==> config.mk <==
export PLATFORM = sky130hd
export DESIGN_NAME = instr_fetch
export DESIGN_NICKNAME = d
export VERILOG_FILES = /design/src/rtl/instr_fetch_pkg.sv /design/src/rtl/fetch_load_port.sv /design/src/rtl/instr_fetch.sv
export SDC_FILE = /design/constraint.sdc
export NUM_CORES = 1
export LEC_CHECK = 0
export ABC_AREA = 1
export CORE_MARGIN = 5
export CORE_UTILIZATION = 30
export DETAILED_ROUTE_END_ITERATION = 12
export GPL_TIMING_DRIVEN = 0
export PLACE_DENSITY_LB_ADDON = 0.3
export SYNTH_ARGS = -nofsm -noshare
export SYNTH_HDL_FRONTEND = slang
export SYNTH_SLANG_ARGS = --single-unit
==> constraint.sdc <==
create_clock -name clk -period 1.2 [get_ports clk]
set_input_delay 0.12 -clock clk [delete_from_list [all_inputs] [get_ports clk]]
set_output_delay 0.12 -clock clk [all_outputs]
set_load 0.01 [all_outputs]
==> src/rtl/instr_fetch_pkg.sv <==
// Shared types and constants for the instruction fetch unit.
package instr_fetch_pkg;

    localparam int unsigned ADDR_W = 8;
    localparam int unsigned DATA_W = 8;

    // Value placed on the shared memory bus when this unit is not driving it.
    localparam logic [DATA_W-1:0] BUS_IDLE = {DATA_W{1'bz}};

    typedef enum logic [2:0] {
        StIdle,
        StReq,
        StCapt,
        StPresent,
        StLoad
    } state_e;

endpackage

==> src/rtl/fetch_load_port.sv <==
// Loader write port: registers the loader address/data and owns the tristate bus driver.
// Only used when INSTR_FETCH_LOADER_EN is defined.
module fetch_load_port
    import instr_fetch_pkg::*;
(
    input  logic              clk,
    input  logic              rst_n,
    input  logic              load_i,
    input  logic [ADDR_W-1:0] ld_addr_i,
    input  logic [DATA_W-1:0] ld_data_i,
    output logic [ADDR_W-1:0] addr_o,
    output logic              drive_o,
    inout  wire  [DATA_W-1:0] mem_data_io
);

    logic [ADDR_W-1:0] addr_q;
    logic [DATA_W-1:0] data_q;
    logic              drive_q;

    // Capture the write when the FSM enters LOAD; drive enable lasts exactly that cycle.
    always_ff @(posedge clk or negedge rst_n) begin
        if (!rst_n) begin
            addr_q  <= '0;
            data_q  <= '0;
            drive_q <= 1'b0;
        end else begin
            drive_q <= load_i;
            if (load_i) begin
                addr_q <= ld_addr_i;
                data_q <= ld_data_i;
            end
        end
    end

    assign mem_data_io = drive_q ? data_q : BUS_IDLE;
    assign addr_o      = addr_q;
    assign drive_o     = drive_q;

endmodule

==> src/rtl/instr_fetch.sv <==
// Instruction fetch unit: owns the PC, drives the 8-bit instruction memory and hands bytes
// to decode over valid/ready. Optional loader path enabled by INSTR_FETCH_LOADER_EN.
module instr_fetch
    import instr_fetch_pkg::*;
#(
    parameter logic [ADDR_W-1:0] RESET_PC = 8'h00
) (
    input  logic              clk,
    input  logic              rst_n,
    input  logic              halt_i,
    input  logic              br_valid_i,
    input  logic [ADDR_W-1:0] br_target_i,
    output logic [DATA_W-1:0] instr_o,
    output logic [ADDR_W-1:0] instr_pc_o,
    output logic              instr_valid_o,
    input  logic              instr_ready_i,
    output logic              mem_cs_o,
    output logic              mem_we_o,
    output logic              mem_oe_o,
    output logic [ADDR_W-1:0] mem_addr_o,
    inout  wire  [DATA_W-1:0] mem_data_io
`ifdef INSTR_FETCH_LOADER_EN
    ,
    input  logic              ld_valid_i,
    input  logic [ADDR_W-1:0] ld_addr_i,
    input  logic [DATA_W-1:0] ld_data_i,
    output logic              ld_ready_o
`endif
);

    state_e            state_q, state_d;
    logic [ADDR_W-1:0] pc_q, pc_d;
    logic [DATA_W-1:0] instr_q, instr_d;
    logic [ADDR_W-1:0] instr_pc_q, instr_pc_d;
    logic              valid_q, valid_d;
    logic              cs_q, cs_d;
    logic              oe_q, oe_d;
    logic [ADDR_W-1:0] addr_q, addr_d;
    logic              fetch_d, load_d;
    logic              load_req;

`ifdef INSTR_FETCH_LOADER_EN
    assign load_req = ld_valid_i;
`else
    assign load_req = 1'b0;
`endif

    // Next-state, PC and capture logic; redirect takes priority over sequential advance.
    always_comb begin
        state_d    = state_q;
        pc_d       = pc_q;
        instr_d    = instr_q;
        instr_pc_d = instr_pc_q;
        valid_d    = valid_q;
        unique case (state_q)
            StIdle: begin
                if (br_valid_i) pc_d = br_target_i;
                if (load_req) begin
                    state_d = StLoad;
                end else if (!halt_i) begin
                    state_d = StReq;
                end
            end
            StReq: begin
                if (br_valid_i) begin
                    pc_d    = br_target_i;
                    state_d = StReq;
                end else begin
                    state_d = StCapt;
                end
            end
            StCapt: begin
                if (br_valid_i) begin
                    pc_d    = br_target_i;
                    state_d = StReq;
                end else begin
                    instr_d    = mem_data_io;
                    instr_pc_d = pc_q;
                    valid_d    = 1'b1;
                    state_d    = StPresent;
                end
            end
            StPresent: begin
                if (br_valid_i) begin
                    // Squash the presented byte even if decode is ready this cycle.
                    valid_d = 1'b0;
                    pc_d    = br_target_i;
                    state_d = StReq;
                end else if (instr_ready_i) begin
                    valid_d = 1'b0;
                    pc_d    = pc_q + 8'd1;
                    state_d = halt_i ? StIdle : StReq;
                end
            end
            StLoad: begin
                state_d = StIdle;
            end
            default: begin
                state_d = StIdle;
            end
        endcase
    end

    // Memory controls are decoded from the next state so they are registered with it.
    always_comb begin
        fetch_d = (state_d == StReq) || (state_d == StCapt);
        load_d  = (state_d == StLoad);
        cs_d    = fetch_d || load_d;
        oe_d    = fetch_d;
        addr_d  = fetch_d ? pc_d : addr_q;
    end

    // State, PC and registered outputs.
    always_ff @(posedge clk or negedge rst_n) begin
        if (!rst_n) begin
            state_q    <= StIdle;
            pc_q       <= RESET_PC;
            instr_q    <= '0;
            instr_pc_q <= '0;
            valid_q    <= 1'b0;
            cs_q       <= 1'b0;
            oe_q       <= 1'b0;
            addr_q     <= '0;
        end else begin
            state_q    <= state_d;
            pc_q       <= pc_d;
            instr_q    <= instr_d;
            instr_pc_q <= instr_pc_d;
            valid_q    <= valid_d;
            cs_q       <= cs_d;
            oe_q       <= oe_d;
            addr_q     <= addr_d;
        end
    end

    assign instr_o       = instr_q;
    assign instr_pc_o    = instr_pc_q;
    assign instr_valid_o = valid_q;
    assign mem_cs_o      = cs_q;
    assign mem_oe_o      = oe_q;

`ifdef INSTR_FETCH_LOADER_EN
    logic [ADDR_W-1:0] ld_addr_q;
    logic              ld_drive;

    fetch_load_port u_load_port (
        .clk        (clk),
        .rst_n      (rst_n),
        .load_i     (load_d),
        .ld_addr_i  (ld_addr_i),
        .ld_data_i  (ld_data_i),
        .addr_o     (ld_addr_q),
        .drive_o    (ld_drive),
        .mem_data_io(mem_data_io)
    );

    assign mem_we_o   = ld_drive;
    assign ld_ready_o = ld_drive;
    assign mem_addr_o = ld_drive ? ld_addr_q : addr_q;
`else
    assign mem_we_o    = 1'b0;
    assign mem_addr_o  = addr_q;
    assign mem_data_io = BUS_IDLE;
`endif

endmodule

Word-level counts from Yosys, hierarchy flattened

Index checks and enable logic that the tools add are counted.

Register bits: 31
Input port bits: 13
Output and inout bits: 36
Word-level logic and storage cells: 40

Add/sub/neg operators: 1
Equality and inequality tests: 8
Mux-type cells: 15
Bitwise logic cells: 1
Reductions and logical operators: 7

Operators with widths:

| cell                                                | number |
|---|---|
| 2-to-1 mux 8 bit                                    | 3 |
| case mux 8 bit (2 select lines)                     | 1 |
| case mux 3 bit (4 select lines)                     | 1 |
| equality test 3 x 2 -> 1 bit, second input constant | 3 |
| 2-to-1 mux 3 bit                                    | 3 |
| adder 8 x 1 -> 8 bit, second input constant         | 1 |
| equality test 3 x 1 -> 1 bit, second input constant | 2 |
| 2-to-1 mux 1 bit                                    | 4 |
| 2-to-1 mux 2 bit                                    | 2 |
| equality test 3 bit, second input constant          | 1 |
| zero test 3 bit                                     | 1 |
| inequality test 3 bit, second input constant        | 1 |
| AND reduction 3 bit                                 | 1 |
| OR reduction 3 bit                                  | 1 |
| logical OR 1 bit                                    | 2 |
| inequality test 2 bit, second input constant        | 1 |
| case mux 1 bit (2 select lines)                     | 1 |
| AND reduction 2 bit                                 | 1 |
| nonzero test 2 bit                                  | 1 |
| NOT 1 bit                                           | 1 |

Depth between registers and ports, before layout

Gate-level depths: netlist (run 1).

Word-level depth: 7
Mapped depth: 9
Depth with buffers taken out: 9

Least setup slack after synthesis (run 1)

OpenSTA, ideal clock, no wires.

Path type: register to register
From: register state_q[2]
To: register addr_q[3] (netlist: mem_addr_o[3])
Data arrival time: 1.196 ns
Data required time: 1.077 ns
Setup slack: -0.119 ns
Stages on the path, launching flop included: 10
Buffers on the path: 1
Clock period less this slack: 1.319 ns
Path through: dfrtp_1 > clkbuf_8 > inv_2 > nand3_1 > nand3_1 > nand4_2 > nand2_4 > inv_8 > nand2_1 > o21ai_2

Longest elaborated chain between the ends: 5
Elaborated cells between the ends (all ways): 13

Ends and longest elaborated chain:

| item                                                                         | line               | RTL |
|---|---|---|
| start: declaration                                                           | instr_fetch.sv:31  | `state_e state_q, state_d;` |
| start signal: assignment                                                     | instr_fetch.sv:116 | `state_q <= StIdle;` |
| start signal: assignment                                                     | instr_fetch.sv:125 | `state_q <= state_d;` |
| 2-to-1 mux 3 bit                                                             | instr_fetch.sv:89  | `end else if (instr_ready_i) begin` |
| 2-to-1 mux 3 bit                                                             | instr_fetch.sv:84  | `if (br_valid_i) begin` |
| case mux 3 bit (4 select lines) (*)                                          | instr_fetch.sv:55  | `unique case (state_q)` |
| equality test 3 x 1 -> 1 bit or equality test 3 x 2 -> 1 bit (tied branches) | instr_fetch.sv:106 | `fetch_d = (state_d == StReq) \|\| (state_d == StCapt);` |
| logical OR 1 bit (*)                                                         | instr_fetch.sv:106 |  |
| net fetch_d                                                                  | instr_fetch.sv:39  | `logic fetch_d, load_d;` |
| end signal: assignment                                                       | instr_fetch.sv:132 | `addr_q <= addr_d;` |
| end: declaration                                                             | instr_fetch.sv:38  | `logic [ADDR_W-1:0] addr_q, addr_d;` |

The timed path passes the listed nets; every way through them passes the cells marked *.
A chain may end at the register's enable or synchronous reset.

Worst setup path after layout (run 1)

From: register pc_q[1]
To: register addr_q[6] (netlist: mem_addr_o[6])

Longest elaborated chain between the ends: 4

Ends and longest elaborated chain:

| item                            | line               | RTL |
|---|---|---|
| start: declaration              | instr_fetch.sv:32  | `logic [ADDR_W-1:0] pc_q, pc_d;` |
| start signal: assignment        | instr_fetch.sv:126 | `pc_q <= pc_d;` |
| adder 8 x 1 -> 8 bit            | instr_fetch.sv:91  | `pc_d = pc_q + 8'd1;` |
| 2-to-1 mux 8 bit                | instr_fetch.sv:89  |  |
| 2-to-1 mux 8 bit                | instr_fetch.sv:84  |  |
| case mux 8 bit (2 select lines) | instr_fetch.sv:55  |  |

Every way passes these cells.

==> results of run 1 <==
final cells by class:
cell class	count	area, um^2	share of cell area (%)
Multi-Input combinational cell	139	861	32.7
Sequential cell	31	779	29.6
Timing Repair Buffer	54	500	19.0
Buffer	21	205	7.80
Clock buffer	8	100	3.81
Inverter	21	93.8	3.57
Tap cell	72	90.1	3.43
how the worst max path moves through the flow:
stage / to / start / slack, ns / cells after the start
CTS: instr_pc_o[6] / state_q[2] / -0.13 / 6
floorplan: mem_addr_o[3] / state_q[2] / -0.07 / 9
global placement: instr_pc_o[6] / rst_n / -0.57 / 1
finish: mem_addr_o[6] / pc_q[1] / -0.13 / 8
detailed placement: instr_pc_o[5] / rst_n / -0.61 / 1
global route: mem_addr_o[1] / state_q[2] / -0.25 / 7
synthesized netlist by cell type:
master                     count
sky130_fd_sc_hd__a21oi_1       4
sky130_fd_sc_hd__a31oi_1       2
sky130_fd_sc_hd__and2_1        1
sky130_fd_sc_hd__buf_2         1
sky130_fd_sc_hd__buf_4        17
sky130_fd_sc_hd__buf_6         1
sky130_fd_sc_hd__clkbuf_8      2
sky130_fd_sc_hd__conb_1        1
sky130_fd_sc_hd__dfrtp_1      31
sky130_fd_sc_hd__ha_1          1
sky130_fd_sc_hd__inv_1        18
sky130_fd_sc_hd__inv_2         2
sky130_fd_sc_hd__inv_8         1
sky130_fd_sc_hd__nand2_1      59
sky130_fd_sc_hd__nand2_4       2
sky130_fd_sc_hd__nand3_1      19
sky130_fd_sc_hd__nand3_4       1
sky130_fd_sc_hd__nand4_1       5
sky130_fd_sc_hd__nand4_2       1
sky130_fd_sc_hd__nor2_1       12
sky130_fd_sc_hd__nor2_8        1
sky130_fd_sc_hd__o21ai_0      13
sky130_fd_sc_hd__o21ai_1       2
sky130_fd_sc_hd__o21ai_2       2
sky130_fd_sc_hd__o21bai_1      1
sky130_fd_sc_hd__o22ai_1       2
sky130_fd_sc_hd__o31ai_2       1
cell families (layout without fill, tap and decap cells):
family                     Yosys count  in the layout  share of synthesized area, %
AOI/OAI and AO/OA                   27             27                          9.39
DFF                                 31             31                          46.2
buffers and inverters               42            104                          15.3
adders and majority gates            1              1                         0.745
other                                1             10                         0.223
and+or+nand+nor                    101            101                          28.1
metrics by stage:
stage                     setup TNS, ns  cells  setup WS [ns]
final                             -1.29    346         -0.131
after global routing              -3.35    346         -0.246
after CTS                         -2.34    341         -0.135
after detailed placement         -25.17    322         -0.612
after global placement           -23.64    322         -0.568
after floorplan                  -0.516    212        -0.0706
flip-flops by register name, summed over array words and instances (netlist names):
| name | cells |
|---|---|
| instr_o | 1 |
| mem_addr_o | 8 |
| mem_cs_o | 1 |
| instr_pc_o | 8 |
| instr_valid_o | 1 |
| mem_oe_o | 1 |
| state_q | 3 |
| pc_q | 8 |
layout by cell type, fill, tap and decap left out, types with 3 or more instances in the layout:
cell                               n
sky130_fd_sc_hd__conb_1           10
sky130_fd_sc_hd__clkdlybuf4s50_1   9
sky130_fd_sc_hd__nand4_1           5
sky130_fd_sc_hd__inv_2             6
sky130_fd_sc_hd__nand3_2           7
sky130_fd_sc_hd__o21ai_2           7
sky130_fd_sc_hd__a21oi_2           3
sky130_fd_sc_hd__nand3_4           4
sky130_fd_sc_hd__nor2_1            8
sky130_fd_sc_hd__nand3_1           9
sky130_fd_sc_hd__dlygate4sd2_1    20
sky130_fd_sc_hd__o21ai_1           6
sky130_fd_sc_hd__dfrtp_2           3
sky130_fd_sc_hd__nand2_1          49
sky130_fd_sc_hd__dfrtp_1          28
sky130_fd_sc_hd__nor2_4            4
sky130_fd_sc_hd__nand2_2          10
sky130_fd_sc_hd__clkbuf_8          8
sky130_fd_sc_hd__inv_1            13
sky130_fd_sc_hd__buf_6            22
sky130_fd_sc_hd__buf_4            19
sky130_fd_sc_hd__o21ai_0           4
worst max-delay path, cell delays in order (launching register included):
cell and delay, ns:
sky130_fd_sc_hd__dfrtp_1 0.39, sky130_fd_sc_hd__ha_2 0.23, sky130_fd_sc_hd__nand3_4 0.09, sky130_fd_sc_hd__nor2_4 0.13
sky130_fd_sc_hd__nand3_2 0.08, sky130_fd_sc_hd__nand2_2 0.08, sky130_fd_sc_hd__nand3_2 0.06, sky130_fd_sc_hd__nand2_2 0.09
sky130_fd_sc_hd__o21ai_2 0.06
power groups by stage:
stage	clock, W	sequential, W	combinational, W
2_1_floorplan	0	0.00148	0.000515
3_3_place_gp	0	0.00142	0.00120
3_5_place_dp	0	0.00143	0.00121
4_1_cts	0.000933	0.00139	0.00117
5_1_grt	0.000988	0.00144	0.00153
6_report	0.000910	0.00140	0.00140
repair_timing:
| action | CTS | global route |
|---|---|---|
| resized for setup | 75 | 61 |
| cloned | 1 | 1 |
| pin swaps | 7 | 9 |
| endpoints found under the setup margin | 84 | 34 |
| setup buffers | 10 | 4 |
layer usage:
layer  global-route usage, %  part of all wire, %
met5                       0                    0
met4                    3.31                 0.63
met3                    4.95                  7.3
met2                    18.7                   50
met1                    15.6                   42
==> run summary, run 1 <==
number of failing setup endpoints in the final timing report -> 17
global-route usage over all layers -> 12.1%
layout net count -> 287
buffer cell driving the clock tree root -> sky130_fd_sc_hd__clkbuf_8
cell count after synthesis -> 203
per-cell via count in the routed design -> 4.44
slack of the worst reg-to-reg path -> -0.13 ns
number of global-route vias before repair -> 1425
Max-Slew Margin vs Limit -> 47.3%
min-delay worst type -> primary input to asynchronous set/reset pin
worst hold margin -> 0.0102 ns
clock sink total -> 31
Layout fillers -> 533
total leakage power -> 1.33 nW
number of antenna violations at the first check in global routing -> 0
Setup WS post-layout -> -0.131 ns
RSZ-0062 raised after global routing -> true
required time at the worst-slack endpoint -> 1.38 ns
insertion delay to the later sink of the worst-skew pair -> 0.29 ns
outcome -> finished with violations
largest vdd supply drop -> 0.574 mV
Routability Congestion -> 0.881
diode insertion count for antenna repair -> 0
proportion of total power due to net switching -> 31.6%
Synth area leaders -> sky130_fd_sc_hd__dfrtp_1 46%, sky130_fd_sc_hd__nand2_1 13%, sky130_fd_sc_hd__buf_4 7.6%
min Tclk post-route -> 1.33 ns
half-perimeter wire length after detailed placement -> 2880 um
std cell rows -> 27
failing checks -> setup timing
synth-to-layout area growth -> 56.6%
final clock period utilization by the worst path -> 111%
global-route wire length before repair -> 6960 um
cell type with the highest aggregate area in the netlist -> sky130_fd_sc_hd__dfrtp_1
die area -> 7190 um^2
gr ovfl total -> 0
sequential fraction of the synthesis area -> 46.2%
average cell area after synthesis -> 8.27 um^2
buffer levels on the longest clock path -> 2
clock network fraction of total power -> 24.5%
H-tree levels -> 2
cell internal pwr -> 0.00254 W
#FFs+latches synth -> 31
power density over the cells -> 1410 nW/um^2
TritonCTS clock tree -> yes
maximum number of pins on one net before global-route repair -> 32
number of CTS-inserted buffers -> 5
Yosys top cell area share -> 46.2%
Chip Height -> 84.8 um
number of warnings issued by yosys -> 0
part of the total power dissipated in sequential elements -> 37.7%
Critical Setup Path Class -> flop to flop
starting utilization of the core area -> 30.7%
clock slew seen by the registers of the worst setup and hold paths -> 0.07 ns
count of buffers inserted at the top-level ports -> 38
hold_buf cts -> 0
summed instance area of the synthesized netlist -> 1680 um^2
share of cells above drive strength 1 -> 38.7%
Antenna Violating Nets Remaining -> 0
routed len/inst -> 12.4 um
final max-slew violation count -> 0
kind of end point of the critical path -> flop
fraction of power consumed by combinational cells -> 37.8%
number of distinct standard cells referenced by the synthesized netlist -> 27
startpoint type of the worst setup path -> flop
highest fanout seen on the critical path -> 4
horizontal die dimension -> 84.8 um
Remaining DRCs -> 0
post-placement cell area -> 2210 um^2
DR pass1 iterations -> 4
Fin Clk Skew -> 0.00616 ns
arrival time at the worst endpoint -> 1.51 ns
total via count after detailed routing -> 1535
final count of hold timing violations -> 0
depth of the worst register-to-register path -> 8
power spent charging and discharging nets -> 0.00117 W
Post-Route WL -> 4290 um
power consumption -> 0.00371 W
worst r2r src -> pc_q[1]
DR iter-0 viols -> 118
fin util -> 48.1%
Max Clk Rate -> 751 MHz
max capacitance violation total -> 0
core region area -> 5470 um^2
endpoint of the worst register-to-register path -> mem_addr_o[6]
number of I/O pins -> 49
Worst Tran Pin Value -> 0.791 ns
finished layout cell area -> 2630 um^2
Note: power is estimated with default switching activity, not from simulation.
==> run 2: changes to the inputs <==
--- a/config.mk
+++ b/config.mk
@@ -9,6 +9,7 @@
 export CORE_MARGIN = 5
 export CORE_UTILIZATION = 30
 export DETAILED_ROUTE_END_ITERATION = 12
+export GPL_ROUTABILITY_DRIVEN = 1
 export GPL_TIMING_DRIVEN = 0
 export PLACE_DENSITY_LB_ADDON = 0.3
 export SYNTH_ARGS = -nofsm -noshare
==> results of run 2 <==
Same layout as run 1: the final DEF is identical, and so are final timing and power.
